## src/rtl/lc3b_types.sv

```systemverilog
// Shared L2 cache types: per-way status/control bundles and the controller state encoding.
// Each bundle lists way7 first so that way N sits at index N of a packed [7:0] array.
package lc3b_types;

  typedef struct packed {
    logic hit;
    logic v_out;
    logic d_out;
  } lc3b_L2_way_state;

  typedef struct packed {
    lc3b_L2_way_state way7;
    lc3b_L2_way_state way6;
    lc3b_L2_way_state way5;
    lc3b_L2_way_state way4;
    lc3b_L2_way_state way3;
    lc3b_L2_way_state way2;
    lc3b_L2_way_state way1;
    lc3b_L2_way_state way0;
  } lc3b_L2_state;

  typedef struct packed {
    logic load_d;
    logic load_v;
    logic load_TD;
    logic d_in;
    logic v_in;
  } lc3b_L2_way_ctl;

  typedef struct packed {
    logic           load_lru;
    lc3b_L2_way_ctl way7;
    lc3b_L2_way_ctl way6;
    lc3b_L2_way_ctl way5;
    lc3b_L2_way_ctl way4;
    lc3b_L2_way_ctl way3;
    lc3b_L2_way_ctl way2;
    lc3b_L2_way_ctl way1;
    lc3b_L2_way_ctl way0;
  } lc3b_L2_ctl;

  typedef enum logic [1:0] {
    IDLE      = 2'd0,
    WRITEBACK = 2'd1,
    ALLOCATE  = 2'd2
  } lc3b_L2_ctl_state;

  localparam logic [3:0] L2_PMEMADDR_REQ = 4'd0;

endpackage

```

## src/rtl/l2_cache_control_plru.sv

```systemverilog
// Tree pseudo-LRU for 8 ways: victim selection and post-access update.
// Bit 0 is the root, bits 1/2 the halves, bits 3..6 the pairs; 0 always points low.
module l2_plru (
  input  logic [6:0] lru,
  input  logic [2:0] access_way,
  output logic [6:0] lru_next,
  output logic [2:0] victim
);

  logic [1:0] pair_v;
  logic [3:0] lru_pairs;
  logic [3:0] pairs_next;

  always_comb begin
    lru_pairs = lru[6:3];
    pair_v    = {lru[0], (lru[0] ? lru[2] : lru[1])};
    victim    = {pair_v, lru_pairs[pair_v]};
  end

  // Every node on the accessed path is turned toward the sibling subtree.
  always_comb begin
    lru_next    = lru;
    lru_next[0] = ~access_way[2];
    if (access_way[2]) begin
      lru_next[2] = ~access_way[1];
    end else begin
      lru_next[1] = ~access_way[1];
    end
    pairs_next                   = lru[6:3];
    pairs_next[access_way[2:1]]  = ~access_way[0];
    lru_next[6:3]                = pairs_next;
  end

endmodule

```

## src/rtl/l2_cache_control.sv

```systemverilog
// Control FSM for the 8-way, 8-set write-back/write-allocate L2 cache.
// Optional hit/miss counters are built when L2_PERF_CNT_EN is defined.
module l2_cache_control
  import lc3b_types::*;
(
  input  logic         clk,
  input  logic         rst,
  input  logic         mem_read,
  input  logic         mem_write,
  output logic         mem_resp,
  input  lc3b_L2_state state,
  input  logic [6:0]   lru_out,
  output lc3b_L2_ctl   ctl,
  output logic [6:0]   lru_in,
  output logic [2:0]   pmemwdata_sel,
  output logic [3:0]   pmemaddr_sel,
  output logic         pmem_read,
  output logic         pmem_write,
  input  logic         pmem_resp
`ifdef L2_PERF_CNT_EN
  ,
  output logic [15:0]  hit_count,
  output logic [15:0]  miss_count
`endif
);

  lc3b_L2_ctl_state      state_q, state_d;
  logic [2:0]            victim_q, victim_d;

  lc3b_L2_way_state [7:0] ways;
  lc3b_L2_way_ctl   [7:0] way_ctl;
  logic                   load_lru;
  logic [7:0]             hit_vec, valid_vec, dirty_vec;
  logic                   req, any_hit, all_valid;
  logic [2:0]             hit_way, free_way, miss_victim;
  logic [6:0]             plru_next;
  logic [2:0]             plru_victim;

  assign ways = state;
  assign req  = mem_read | mem_write;

  for (genvar gi = 0; gi < 8; gi++) begin : g_way_status
    assign hit_vec[gi]   = ways[gi].hit;
    assign valid_vec[gi] = ways[gi].v_out;
    assign dirty_vec[gi] = ways[gi].d_out;
  end

  // Scanning downward leaves the lowest matching index in place.
  always_comb begin
    hit_way  = 3'd0;
    free_way = 3'd0;
    for (int i = 7; i >= 0; i--) begin
      if (hit_vec[i]) hit_way = 3'(i);
      if (!valid_vec[i]) free_way = 3'(i);
    end
  end

  assign any_hit     = |hit_vec;
  assign all_valid   = &valid_vec;
  assign miss_victim = all_valid ? plru_victim : free_way;

  l2_plru u_plru (
    .lru        (lru_out),
    .access_way (hit_way),
    .lru_next   (plru_next),
    .victim     (plru_victim)
  );

  always_comb begin
    state_d       = state_q;
    victim_d      = victim_q;
    mem_resp      = 1'b0;
    way_ctl       = '0;
    load_lru      = 1'b0;
    lru_in        = 7'd0;
    pmemwdata_sel = 3'd0;
    pmemaddr_sel  = L2_PMEMADDR_REQ;
    pmem_read     = 1'b0;
    pmem_write    = 1'b0;

    case (state_q)
      IDLE: begin
        if (req) begin
          if (any_hit) begin
            mem_resp      = 1'b1;
            pmemwdata_sel = hit_way;
            load_lru      = 1'b1;
            lru_in        = plru_next;
            // A simultaneous read+write is serviced as a write.
            if (mem_write) begin
              way_ctl[hit_way].load_TD = 1'b1;
              way_ctl[hit_way].load_d  = 1'b1;
              way_ctl[hit_way].d_in    = 1'b1;
            end
          end else begin
            victim_d = miss_victim;
            state_d  = dirty_vec[miss_victim] ? WRITEBACK : ALLOCATE;
          end
        end
      end
      WRITEBACK: begin
        pmem_write    = 1'b1;
        pmemaddr_sel  = 4'd1 + {1'b0, victim_q};
        pmemwdata_sel = victim_q;
        if (pmem_resp) state_d = ALLOCATE;
      end
      ALLOCATE: begin
        pmem_read = 1'b1;
        if (pmem_resp) begin
          way_ctl[victim_q].load_TD = 1'b1;
          way_ctl[victim_q].load_v  = 1'b1;
          way_ctl[victim_q].v_in    = 1'b1;
          way_ctl[victim_q].load_d  = 1'b1;
          way_ctl[victim_q].d_in    = 1'b0;
          state_d                   = IDLE;
        end
      end
      default: state_d = IDLE;
    endcase
  end

  assign ctl = {load_lru, way_ctl};

  always_ff @(posedge clk) begin
    if (rst) begin
      state_q  <= IDLE;
      victim_q <= 3'd0;
    end else begin
      state_q  <= state_d;
      victim_q <= victim_d;
    end
  end

`ifdef L2_PERF_CNT_EN
  logic        filled_q, filled_d;
  logic [15:0] hit_cnt_q, hit_cnt_d;
  logic [15:0] miss_cnt_q, miss_cnt_d;
  logic        hit_done, miss_start;

  assign hit_done   = (state_q == IDLE) && req && any_hit;
  assign miss_start = (state_q == IDLE) && req && !any_hit;

  // filled_q marks the post-fill hit so it is not counted as a hit.
  always_comb begin
    filled_d   = filled_q;
    hit_cnt_d  = hit_cnt_q;
    miss_cnt_d = miss_cnt_q;
    if ((state_q == ALLOCATE) && pmem_resp) begin
      filled_d = 1'b1;
    end else if (hit_done) begin
      filled_d = 1'b0;
    end
    if (hit_done && !filled_q && (hit_cnt_q != 16'hFFFF)) hit_cnt_d = hit_cnt_q + 16'd1;
    if (miss_start && (miss_cnt_q != 16'hFFFF)) miss_cnt_d = miss_cnt_q + 16'd1;
  end

  always_ff @(posedge clk) begin
    if (rst) begin
      filled_q   <= 1'b0;
      hit_cnt_q  <= 16'd0;
      miss_cnt_q <= 16'd0;
    end else begin
      filled_q   <= filled_d;
      hit_cnt_q  <= hit_cnt_d;
      miss_cnt_q <= miss_cnt_d;
    end
  end

  assign hit_count  = hit_cnt_q;
  assign miss_count = miss_cnt_q;
`endif

endmodule

```

## config.mk

```make
export PLATFORM = sky130hd
export DESIGN_NAME = l2_cache_control
export DESIGN_NICKNAME = d
export VERILOG_FILES = /design/src/rtl/lc3b_types.sv /design/src/rtl/l2_cache_control_plru.sv /design/src/rtl/l2_cache_control.sv
export SDC_FILE = /design/constraint.sdc
export NUM_CORES = 1
export LEC_CHECK = 0
export BUFFER_PORTS_ARGS = -buffer_cell sky130_fd_sc_hd__buf_4
export CORE_MARGIN = 2
export CORE_UTILIZATION = 41
export DETAILED_ROUTE_END_ITERATION = 6
export PLACE_DENSITY = 0.86
export SYNTH_ARGS = -nofsm -noshare
export SYNTH_HDL_FRONTEND = slang
export SYNTH_HIERARCHICAL = 1
export SYNTH_SLANG_ARGS = --single-unit
```

## constraint.sdc

```tcl
create_clock -name clk -period 2.9 [get_ports clk]
set_clock_uncertainty 0.05 [all_clocks]
set_input_delay 0.435 -clock clk [delete_from_list [all_inputs] [get_ports clk]]
set_output_delay 0.435 -clock clk [all_outputs]
set_load 0.02 [all_outputs]
```

Yosys cells after proc, flatten, opt, wreduce, memory -nomap -nowiden. Cells that the tools add are included.

Bits in registers: 5. Bits of input ports: 36. Output and inout port bits: 58. Logic and storage cells: 102.

Add/subtract/negate cells: 1. Order comparisons: 8. Eq/ne operators: 6. Muxes and demuxes: 72. Bitwise logic cells: 5. Reductions and logical operators: 8.

Operators by type and width (count): $bwmux W40 (6); $mux W40 (4); $demux W5 S3 (8); $pmux W40 S2 (1); $mux W3 (21); $mux W7 (3); $mux W2 (7); $lt A3 B4 Y1 const B (3); $mux W1 (12); $mux W5 (2); $mux W4 (2); $ne A2 B2 Y1 const B (4); $reduce_and A8 Y1 (1); $reduce_or A8 Y1 (1); $ge A3 B1 Y1 const B (2); $lt A2 B3 Y1 const B (2); $pmux W2 S3 (1); $pmux W3 S2 (1); $add A1 B3 Y4 const A (1); $bwmux W4 (1); $not A1 Y1 (4); $reduce_and A4 Y1 (1); $bmux W1 S3 (1); $logic_and A1 B1 Y1 (3); other kinds (8) (8).

Logic depth before layout (Yosys ltp).
Word-level depth: 18. Depth in mapped cells: 8.

Modules after synthesis. Netlist, hierarchy kept.

Modules (own cells, without submodules): l2_cache_control (instances 1, cells each 151, area an instance 1079.8 um^2); l2_plru (instances 1, cells each 22, area an instance 166.4 um^2).

Worst setup path after synthesis. OpenSTA, ideal clock, no wires.

Path kind: flip-flop to output port. From: reg state_q[1]. To: out ctl[9] in the netlist's numbering. Arrival: 2.104 ns. Data required time: 2.415 ns. Setup slack: 0.311 ns. Cell stages (with the launch flop): 6. Buffers on the path: 1. Cell sequence: dfxtp_1 > nor2b_1 > nand3_1 > nor3_1 > or2_2 > buf_4.

RTL lines: start: declaration (RTL line l2_cache_control.sv:27) `lc3b_L2_ctl_state state_q, state_d;`; start signal: assignment (RTL line l2_cache_control.sv:129) `state_q <= state_d;`; end: declaration (RTL line l2_cache_control.sv:13) `output lc3b_L2_ctl ctl,`.

==> metrics.cfg <==
[status]
status = finished, final reports clean

[synth]
yosysTopAreaCell = buf_4
synthArstFlopShare_pct = 0
ys_seq_area_share_pct = 8.03
yosysWarnings = 6
synth_compound_area_share_pct = 25.9
synth_area_um2 = 1250
synth_edf_count = 0
synth.distinct_cells = 49
yosys.area_share.simple_pct = 37.9
synth.net_count = 210
synth_top_family_by_area = simple AND/OR/NAND/NOR gates
netlist_instances = 173
syn_area_per_cell_um2 = 7.20
synth_flop_cell = dfxtp_1
synth_area_leaders = buf_4, mux2i_1, dfxtp_1, nor2_1, and2_1
synthAdderAreaFrac_pct = 1.00
yosys.area_share.xor_xnor_pct = 0.703
synthMuxAreaShare_pct = 10.5
synth_top_cell_area_share_pct = 11.4
synth_seq_cells = 5

[sta]
min_period_ns = 2.33
tns_ns = 0
slew_headroom_pct = 60.8
worstMarginPinSlew_ns = 0.572
hold_viol = 0
period_share_pct = 80.4
fmax_ghz = 0.429
finalMaxSlewViolations = 0
rsz0062_at_grt = no
setup_viol = 0

[setup_path]
crit_buf_inv = 1
cp.depth = 6
crit_arrival_ns = 1.85
cp_top_family = simple AND/OR/NAND/NOR gates
cpMaxStageDelayCell = or3_1
critPathKind = register to output pin
start_kind = register
path_cells = nor2_2 -> nand2_1 -> or3_1 -> nor2b_1 -> or2_1 -> buf_4
required_ns = 2.41
crit_fanout = 5
endpoint_kind = output pin
reg2regPathDepth = 6
cpPeakStageDelay_ns = 0.42

[route]
avgRoutedWirePerCell_um = 11.9
drc = 0
drtPass1Iterations = 5
drt_wl_total_um = 3400
viasPerCell = 5.18
vias = 1477
drtIter0Drc = 47
ant_nets = 0

[final_layout]
regArea_um2 = 100
multi_input_area_um2 = 947
diodes = 0
fillers = 293
final_net_count = 290
area_growth_pct = 50.6
drive_above_1_share_pct = 48.0
post-route-util_pct = 63.0

[min_path]
hold-path-cell-count = 2
hold_class = primary input to register

[global_routing]
grtUsageTotal_pct = 19.9
grt_start_max_net_pins = 11
grt_pass1_wl_um = 5600
grt_overflow = 0
antenna_found_initial = 0
grt_pass1_vias = 1377

[clock_network]
cts_hold_buf = 0
path_clk_slew_ns = 0.04
cts_sinks = 5
cts_resized = 0
clk_latency_ns = 0.24
cts_buffer_depth = 2
post-cts-setup-buffers = 0
cts_buffers = 3
htree_levels = 1
cts_root_buffer = clkbuf_4
cts_tree = built

[power_and_ir_drop]
power_density_nw_per_um2 = 181
leakage_nw = 0.964
power_uw = 339
peakVddDrop_uv = 89.2

[die]
dieWidth_um = 59.1
placementRows = 20
dieHeight_um = 59.1
io_pins = 94
initial_utilization_pct = 41.8
die-area_um2 = 3500
coreArea_um2 = 2980

[place]
dp_hpwl_um = 2970
gp_congestion = 0.884
io_buffers = 93

[run]
cap_violations = 0

==> per-layer routing <==
| layer | share of wire [%] | global-route usage, % | up-vias | wire (um) |
|---|---|---|---|---|
| li1 | - | - | 750 | - |
| met1 | 42 | 22.6 | 649 | 1430 |
| met2 | 50 | 37.6 | 74 | 1680 |
| met3 | 7.2 | 1.97 | 4 | 245 |
| met4 | 1.2 | 7.47 | 0 | 42 |
| met5 | 0 | 0 | - | 0 |
==> kinds of logic after synthesis <==
group                      count (synthesis)
and+or+nand+nor                           81
AOI/OAI and AO/OA                         40
buffers and inverters                     32
muxes                                     13
DFF                                        5
xor gates and xnor gates                   1
adders and majority gates                  1
==> final cells by class <==
cell class                      count  area share (%)
Clock buffer                        4            1.40
Inverter                           11            2.20
Multi-Input combinational cell    136            50.5
Sequential cell                     5            5.33
Tap cell                           33            2.20
Timing Repair Buffer               96            38.4
==> worst paths after layout <==
check                 to  slack (ns)         from
min          victim_q[0]        0.35          rst
max              ctl[24]        0.57   state_q[0]
min reg2reg  victim_q[0]        0.54  victim_q[0]
max reg2reg   state_q[0]        1.29   state_q[0]
==> cell usage after synthesis (3+ instances only) <==
cell type,n
a21boi_0,4
a21oi_1,7
and2_1,11
buf_4,19
dfxtp_1,5
inv_1,11
mux2i_1,12
nand2_1,8
nand2b_1,4
nand3_1,3
nor2_1,23
nor2b_1,5
nor3_1,5
o21ai_0,3
o21bai_1,3
or2_2,5
==> flip-flops by register name, summed over array words and instances, names as in the netlist <==
| signal | count |
|---|---|
| state_q | 2 |
| victim_q | 3 |
==> cell usage in the layout (no fill, tap or decap), types with 2 or more instances in the layout <==
cell type | Yosys | layout
nor3_1 | 5 | 5
or2_2 | 5 | 5
nand2_1 | 8 | 8
nand2b_4 | 2 | 2
o21bai_1 | 3 | 3
o31ai_1 | 2 | 2
clkbuf_4 | 0 | 3
dfxtp_1 | 5 | 5
o21ai_0 | 3 | 3
inv_1 | 11 | 11
buf_4 | 19 | 96
a21o_1 | 2 | 2
and3_1 | 2 | 2
nor2b_1 | 5 | 5
nand3_1 | 3 | 3
a211oi_1 | 2 | 2
mux2i_1 | 12 | 12
o21ai_1 | 2 | 2
a21oi_1 | 7 | 7
and2_1 | 11 | 11
nand2b_1 | 4 | 4
a21boi_0 | 4 | 4
a31oi_1 | 2 | 2
o22ai_1 | 2 | 2
a311oi_2 | 2 | 2
nand4_2 | 2 | 2
a22o_1 | 2 | 2
nor2_1 | 23 | 23
nor4b_1 | 2 | 2
==> power breakdown <==
group,internal (mW),leakage [nW],switching (mW)
sequential,0.0691,0.0403,0.000196
clock,0.0520,0.0150,0.0276
combinational,0.0958,0.909,0.0946
total,0.217,0.964,0.122
==> worst reg2reg max path: stages, from the launching register on <==
cell	delay, ns
dfxtp_1	0.33
nor2_2	0.25
o21a_1	0.21
and2_1	0.28
o21bai_1	0.12
a211oi_1	0.18
a21o_1	0.14
==> per-stage QoR <==
stage | setup WS [ns] | cell area (um^2) | instances | hold slack [ns]
after CTS | 0.551 | 1880 | 285 | 0.344
after detailed placement | 0.488 | 1850 | 281 | 0.534
after global routing | 0.376 | 1880 | 285 | 0.356
after global placement | 0.627 | 1850 | 281 | 0.517
after floorplan | 0.311 | 1250 | 173 | 0.457
final | 0.567 | 1880 | 285 | 0.353
No activity file was read; power rests on OpenSTA's default activity.
